$ cat config.mk
export PLATFORM = sky130hd
export DESIGN_NAME = imem_arbiter
export DESIGN_NICKNAME = d
export VERILOG_FILES = /design/src/rtl/imem_arbiter.sv
export SDC_FILE = /design/constraint.sdc
export NUM_CORES = 1
export LEC_CHECK = 0
export ABC_AREA = 1
export CAP_MARGIN = 0
export CORE_AREA = 2 2 97 99
export DETAILED_ROUTE_END_ITERATION = 16
export DIE_AREA = 0 0 99 101
export HOLD_SLACK_MARGIN = 0.12
export PLACE_DENSITY = 0.67
export SLEW_MARGIN = 10
export SYNTH_ARGS = -nofsm -noshare
export SYNTH_HDL_FRONTEND = slang
export SYNTH_SLANG_ARGS = --single-unit
$ cat constraint.sdc
create_clock -name clk -period 2.07 [get_ports clk]
set_clock_uncertainty 0.15 [all_clocks]
set_input_delay 0.414 -clock clk [delete_from_list [all_inputs] [get_ports clk]]
set_output_delay 0.414 -clock clk [all_outputs]
set_load 0.05 [all_outputs]
$ cat src/rtl/imem_arbiter.sv
// imem_arbiter: round-robin sharing of a fixed-latency single-port instruction memory
// between the IF fetch port and the loader/debug port, one transaction outstanding.
module imem_arbiter #(
  parameter int MEM_AW      = 16,
  parameter int MEM_LATENCY = 2
) (
  input  logic              clk,
  input  logic              rst_n,
  input  logic              f_req,
  input  logic [31:0]       f_addr,
  output logic              f_gnt,
  output logic              f_rvalid,
  output logic [31:0]       f_rdata,
  output logic              f_stall,
  input  logic              l_req,
  input  logic              l_we,
  input  logic [31:0]       l_addr,
  input  logic [31:0]       l_wdata,
  output logic              l_gnt,
  output logic              l_rvalid,
  output logic [31:0]       l_rdata,
  output logic              mem_en,
  output logic              mem_we,
  output logic [MEM_AW-1:0] mem_addr,
  output logic [31:0]       mem_wdata,
  input  logic [31:0]       mem_rdata,
  output logic              busy
);
  localparam logic [3:0] LAT = 4'(MEM_LATENCY);
  typedef enum logic {S_IDLE, S_WAIT} state_e;
  state_e     state_q, state_d;
  logic [3:0] cnt_q, cnt_d;
  logic       owner_q, owner_d, last_q, last_d, we_q, we_d;
  logic       resp, can_issue, f_win, l_win;
  logic       unused_addr_bits;
  assign unused_addr_bits = ^{f_addr[31:MEM_AW+2], f_addr[1:0], l_addr[31:MEM_AW+2], l_addr[1:0]};
  // issue is gated by rst_n so every output reads 0 while reset is held
  always_comb begin
    resp      = (state_q == S_WAIT) && (cnt_q == LAT);
    can_issue = rst_n && ((state_q == S_IDLE) || resp);
    f_win     = can_issue && f_req && (!l_req || last_q);
    l_win     = can_issue && l_req && (!f_req || !last_q);
    state_d   = state_q;
    cnt_d     = cnt_q;
    owner_d   = owner_q;
    last_d    = last_q;
    we_d      = we_q;
    if (state_q == S_WAIT) begin
      cnt_d   = cnt_q + 4'd1;
      state_d = resp ? S_IDLE : S_WAIT;
    end
    if (f_win || l_win) begin
      state_d = S_WAIT;
      cnt_d   = 4'd1;
      owner_d = l_win;
      last_d  = l_win;
      we_d    = l_win && l_we;
    end
  end
  always_ff @(posedge clk or negedge rst_n) begin
    if (!rst_n) begin
      state_q <= S_IDLE;
      cnt_q   <= 4'd0;
      owner_q <= 1'b0;
      last_q  <= 1'b1;
      we_q    <= 1'b0;
    end else begin
      state_q <= state_d;
      cnt_q   <= cnt_d;
      owner_q <= owner_d;
      last_q  <= last_d;
      we_q    <= we_d;
    end
  end
  assign f_gnt     = f_win;
  assign l_gnt     = l_win;
  assign f_stall   = rst_n && f_req && !f_win;
  assign mem_en    = f_win || l_win;
  assign mem_we    = l_win && l_we;
  assign mem_addr  = f_win ? f_addr[MEM_AW+1:2] : l_win ? l_addr[MEM_AW+1:2] : '0;
  assign mem_wdata = l_win ? l_wdata : 32'd0;
  assign f_rvalid  = resp && !owner_q;
  assign l_rvalid  = resp && owner_q;
  assign f_rdata   = f_rvalid ? mem_rdata : 32'd0;
  assign l_rdata   = (l_rvalid && !we_q) ? mem_rdata : 32'd0;
  assign busy      = (state_q == S_WAIT);
endmodule

==> results by group <==
Yosys
  – Synthesized area: 0.00144 sq mm
  – Syn Area/Cell: 5.21 sq um
  – Post-synthesis cell type count: 24
  – Synth Instances: 277
  – Syn Nets: 412
  – Yosys warns: 0
  – Post-synthesis sequential area ratio: 14.0%
  – Number of synthesized register bits: 8

Timing
  – Worst Tran Pin Value: 0.385 ns
  – Final-report hold violation count: 0
  – RSZ-0062 raised after global routing: true
  – Post-route setup slack: -0.265 ns
  – Fin. max-slew vios: 0
  – Final setup viols: 117
  – Final min period: 2.33 ns
  – Fin crit share: 113%
  – Relative slew slack: 74.3%
  – Maximum clock frequency: 428 MHz
  – Setup TNS: -17.40 ns

Critical path
  – Crit. Startpoint: cnt_q[0]
  – Startpoint Class: register
  – Critical path arrival: 1.77 ns
  – WS Path Type: reg2out
  – R2r startpoint: cnt_q[0]
  – CP Max Fanout: 6
  – Required time worst endpoint: 1.51 ns
  – CP Capture Type: output pin

Detailed routing
  – ANT nets after route: 0
  – Detailed router's first-iteration violation count: 51
  – Number of remaining DRC errors: 0
  – Total number of vias: 2762
  – First-pass iteration count of the detailed router: 4
  – Via density per instance: 4.32
  – Post-Route WL: 10600 um
  – Routed WL per cell: 16.5 um

Clock network
  – CTS tree: built
  – CTS Buf Count: 3
  – Clk sinks: 8
  – Clk Latency, worst-skew pair: 0.23 ns
  – Clk root buf: clkbuf_8
  – H-tree depth: 1
  – Clk slew on worst S/H paths: 0.04 ns
  – Clk buf depth: 2

Status
  – Outcome: complete, but fails checks
  – Violated checks: negative setup slack

Power and ir drop
  – Pwr dens: 673 mW/mm^2
  – Register share of total power: 7.7%
  – Max IR drop VDD: 477 uV
  – Switch Pwr: 2.33 mW
  – Sw Ratio: 52.8%
  – Clk network pwr share: 4.6%
  – Pint: 2.08 mW
  – Leak: 2.85 nW
  – Comb power frac: 87.7%

Worst hold path
  – Hold WC Path Type: in2async

Die
  – Starting Density: 16.1%
  – Core footprint: 0.00898 sq mm
  – # IOs: 253
  – Die X: 99 um
  – Row count: 35
  – Die ar.: 0.0100 sq mm
  – Die height: 101 um

Global routing
  – First-pass GRT wire length: 14000 um
  – Gr usage total: 17.5%
  – Gr ovfl total: 0
  – Via count of the first global-routing pass: 2778
  – Antenna violations before repair: 0
  – Largest net degree at the start of global routing: 34

Finish
  – Diodes inserted: 0
  – Share of layout cells above drive strength 1: 63.1%
  – Design Area, Final: 0.00654 sq mm
  – # nets final: 664
  – Area Growth Syn to Fin: 353%

Placement
  – DP HPWL: 7660 um
  – IO Port Bufs: 220
  – Placed cell areas: 0.00572 sq mm
  – Routability congestion estimate from global placement: 0.833

Run
  – MaxCap Viol Count: 0
-- critical path: stages, from the launching register on --
cell and delay [ns]:
dfrtp_1 0.38, inv_2 0.08, ha_4 0.13, nand2_4 0.06
nand2_4 0.08, nand3_4 0.14, bufbuf_16 0.32, nor2_2 0.16
buf_12 0.17
-- layout by cell type (no fill, tap or decap), types with 3 or more instances in the layout --
cell type and count:
buf_12 124, buf_4 21, buf_6 10, clkbuf_16 4
clkbuf_8 3, clkdlybuf4s50_1 97, dfrtp_1 5, dlygate4sd2_1 3
inv_1 67, inv_2 4, nand2_1 10, nand2_2 16
nand2_4 34, nand3_1 3, nor2_1 3, nor2_2 10
nor2_4 57, nor3_4 32
-- per-stage QoR --
stage / utilization [%] / total power, mW / hold slack (ns) / cells / setup WS (ns)
2_1_floorplan: - / 2.09 / -0.0316 / 277 / -0.197
3_3_place_gp: 63.7 / 3.57 / 0.311 / 616 / -0.403
3_5_place_dp: 63.7 / 3.62 / 0.322 / 616 / -0.452
4_1_cts: 67.7 / 4.07 / 0.332 / 629 / -0.256
5_1_grt: 72.9 / 4.58 / 0.356 / 639 / -0.349
6_report: 72.9 / 4.40 / 0.319 / 639 / -0.265
-- state kept, by name, indices dropped and copies added (netlist names) --
name     cells
cnt_q        4
busy         1
last_q       1
owner_q      1
we_q         1
-- kinds of logic after synthesis --
group | after synthesis | synth area share [%]
buf+inv | 92 | 29.4
simple gates | 169 | 51.7
compound gates | 3 | 1.39
fa+ha+maj | 2 | 1.73
flops | 8 | 14.0
xor+xnor | 3 | 1.82
-- metal layers --
metal | track usage [%] | vias to the layer above | part of all wire, %
met5 | 0 | - | 0
li1 | - | 1298 | -
met1 | 18.1 | 1255 | 31
met2 | 33.5 | 187 | 55
met4 | 5.27 | 0 | 3.7
met3 | 5.69 | 22 | 10
-- synth_stat cells --
| master | number | area, sq um |
|---|---|---|
| nor2_2 | 9 | 56.3 |
| xor2_1 | 1 | 8.76 |
| buf_4 | 2 | 15.0 |
| nand2_1 | 57 | 214 |
| nand4_1 | 1 | 6.26 |
| nor2_1 | 60 | 225 |
| nand2_2 | 3 | 18.8 |
| o21ai_0 | 1 | 5.00 |
| dfstp_2 | 1 | 26.3 |
| inv_2 | 4 | 15.0 |
| ha_1 | 2 | 25.0 |
| dfrtp_1 | 7 | 175 |
| inv_1 | 71 | 267 |
| inv_4 | 1 | 6.26 |
| clkbuf_1 | 4 | 15.0 |
| a21boi_0 | 2 | 15.0 |
| xnor2_1 | 2 | 17.5 |
| nand3_2 | 2 | 20.0 |
| nor3_1 | 29 | 145 |
| buf_2 | 1 | 5.00 |
| nor2_4 | 1 | 11.3 |
| buf_6 | 9 | 101 |
| nand3_1 | 4 | 20.0 |
| nor3_2 | 3 | 30.0 |
-- layout make-up --
| class | count | area [sq um] |
|---|---|---|
| Timing Repair Buffer | 261 | 3900 |
| Fill cell | 553 | 2440 |
| Multi-Input combinational cell | 177 | 1920 |
| Inverter | 76 | 310 |
| Sequential cell | 8 | 204 |
| Tap cell | 111 | 139 |
| Clock buffer | 4 | 45.0 |
| Timing Repair inverter | 2 | 22.5 |
-- what timing repair did --
action | CTS | global route
gates cloned | 2 | 6
buffers inserted | 7 | 5
pin swaps | 4 | 16
hold buffers | 0 | 0
setup endpoints to repair | 118 | 119
gates resized for setup | 60 | 84
-- power groups by stage --
stage	clock (mW)	sequential [mW]	combinational, mW
6_report	0.202	0.340	3.86
5_1_grt	0.206	0.352	4.02
4_1_cts	0.202	0.331	3.53
3_5_place_dp	0	0.323	3.30
3_3_place_gp	0	0.317	3.25
2_1_floorplan	0	0.343	1.75
-- final timing paths --
check                          endpoint  slack (ns)  cells past startpoint
min in group clk                 last_q        0.34                      2
setup / recovery           mem_wdata[7]       -0.26                      8
max in group asynchronous        last_q        1.24                      2
setup reg to reg                   we_q        0.32                     10
hold reg to reg                  last_q        0.34                      2
hold / removal                     busy        0.32                      2
Power figures use the tool's default switching activity.
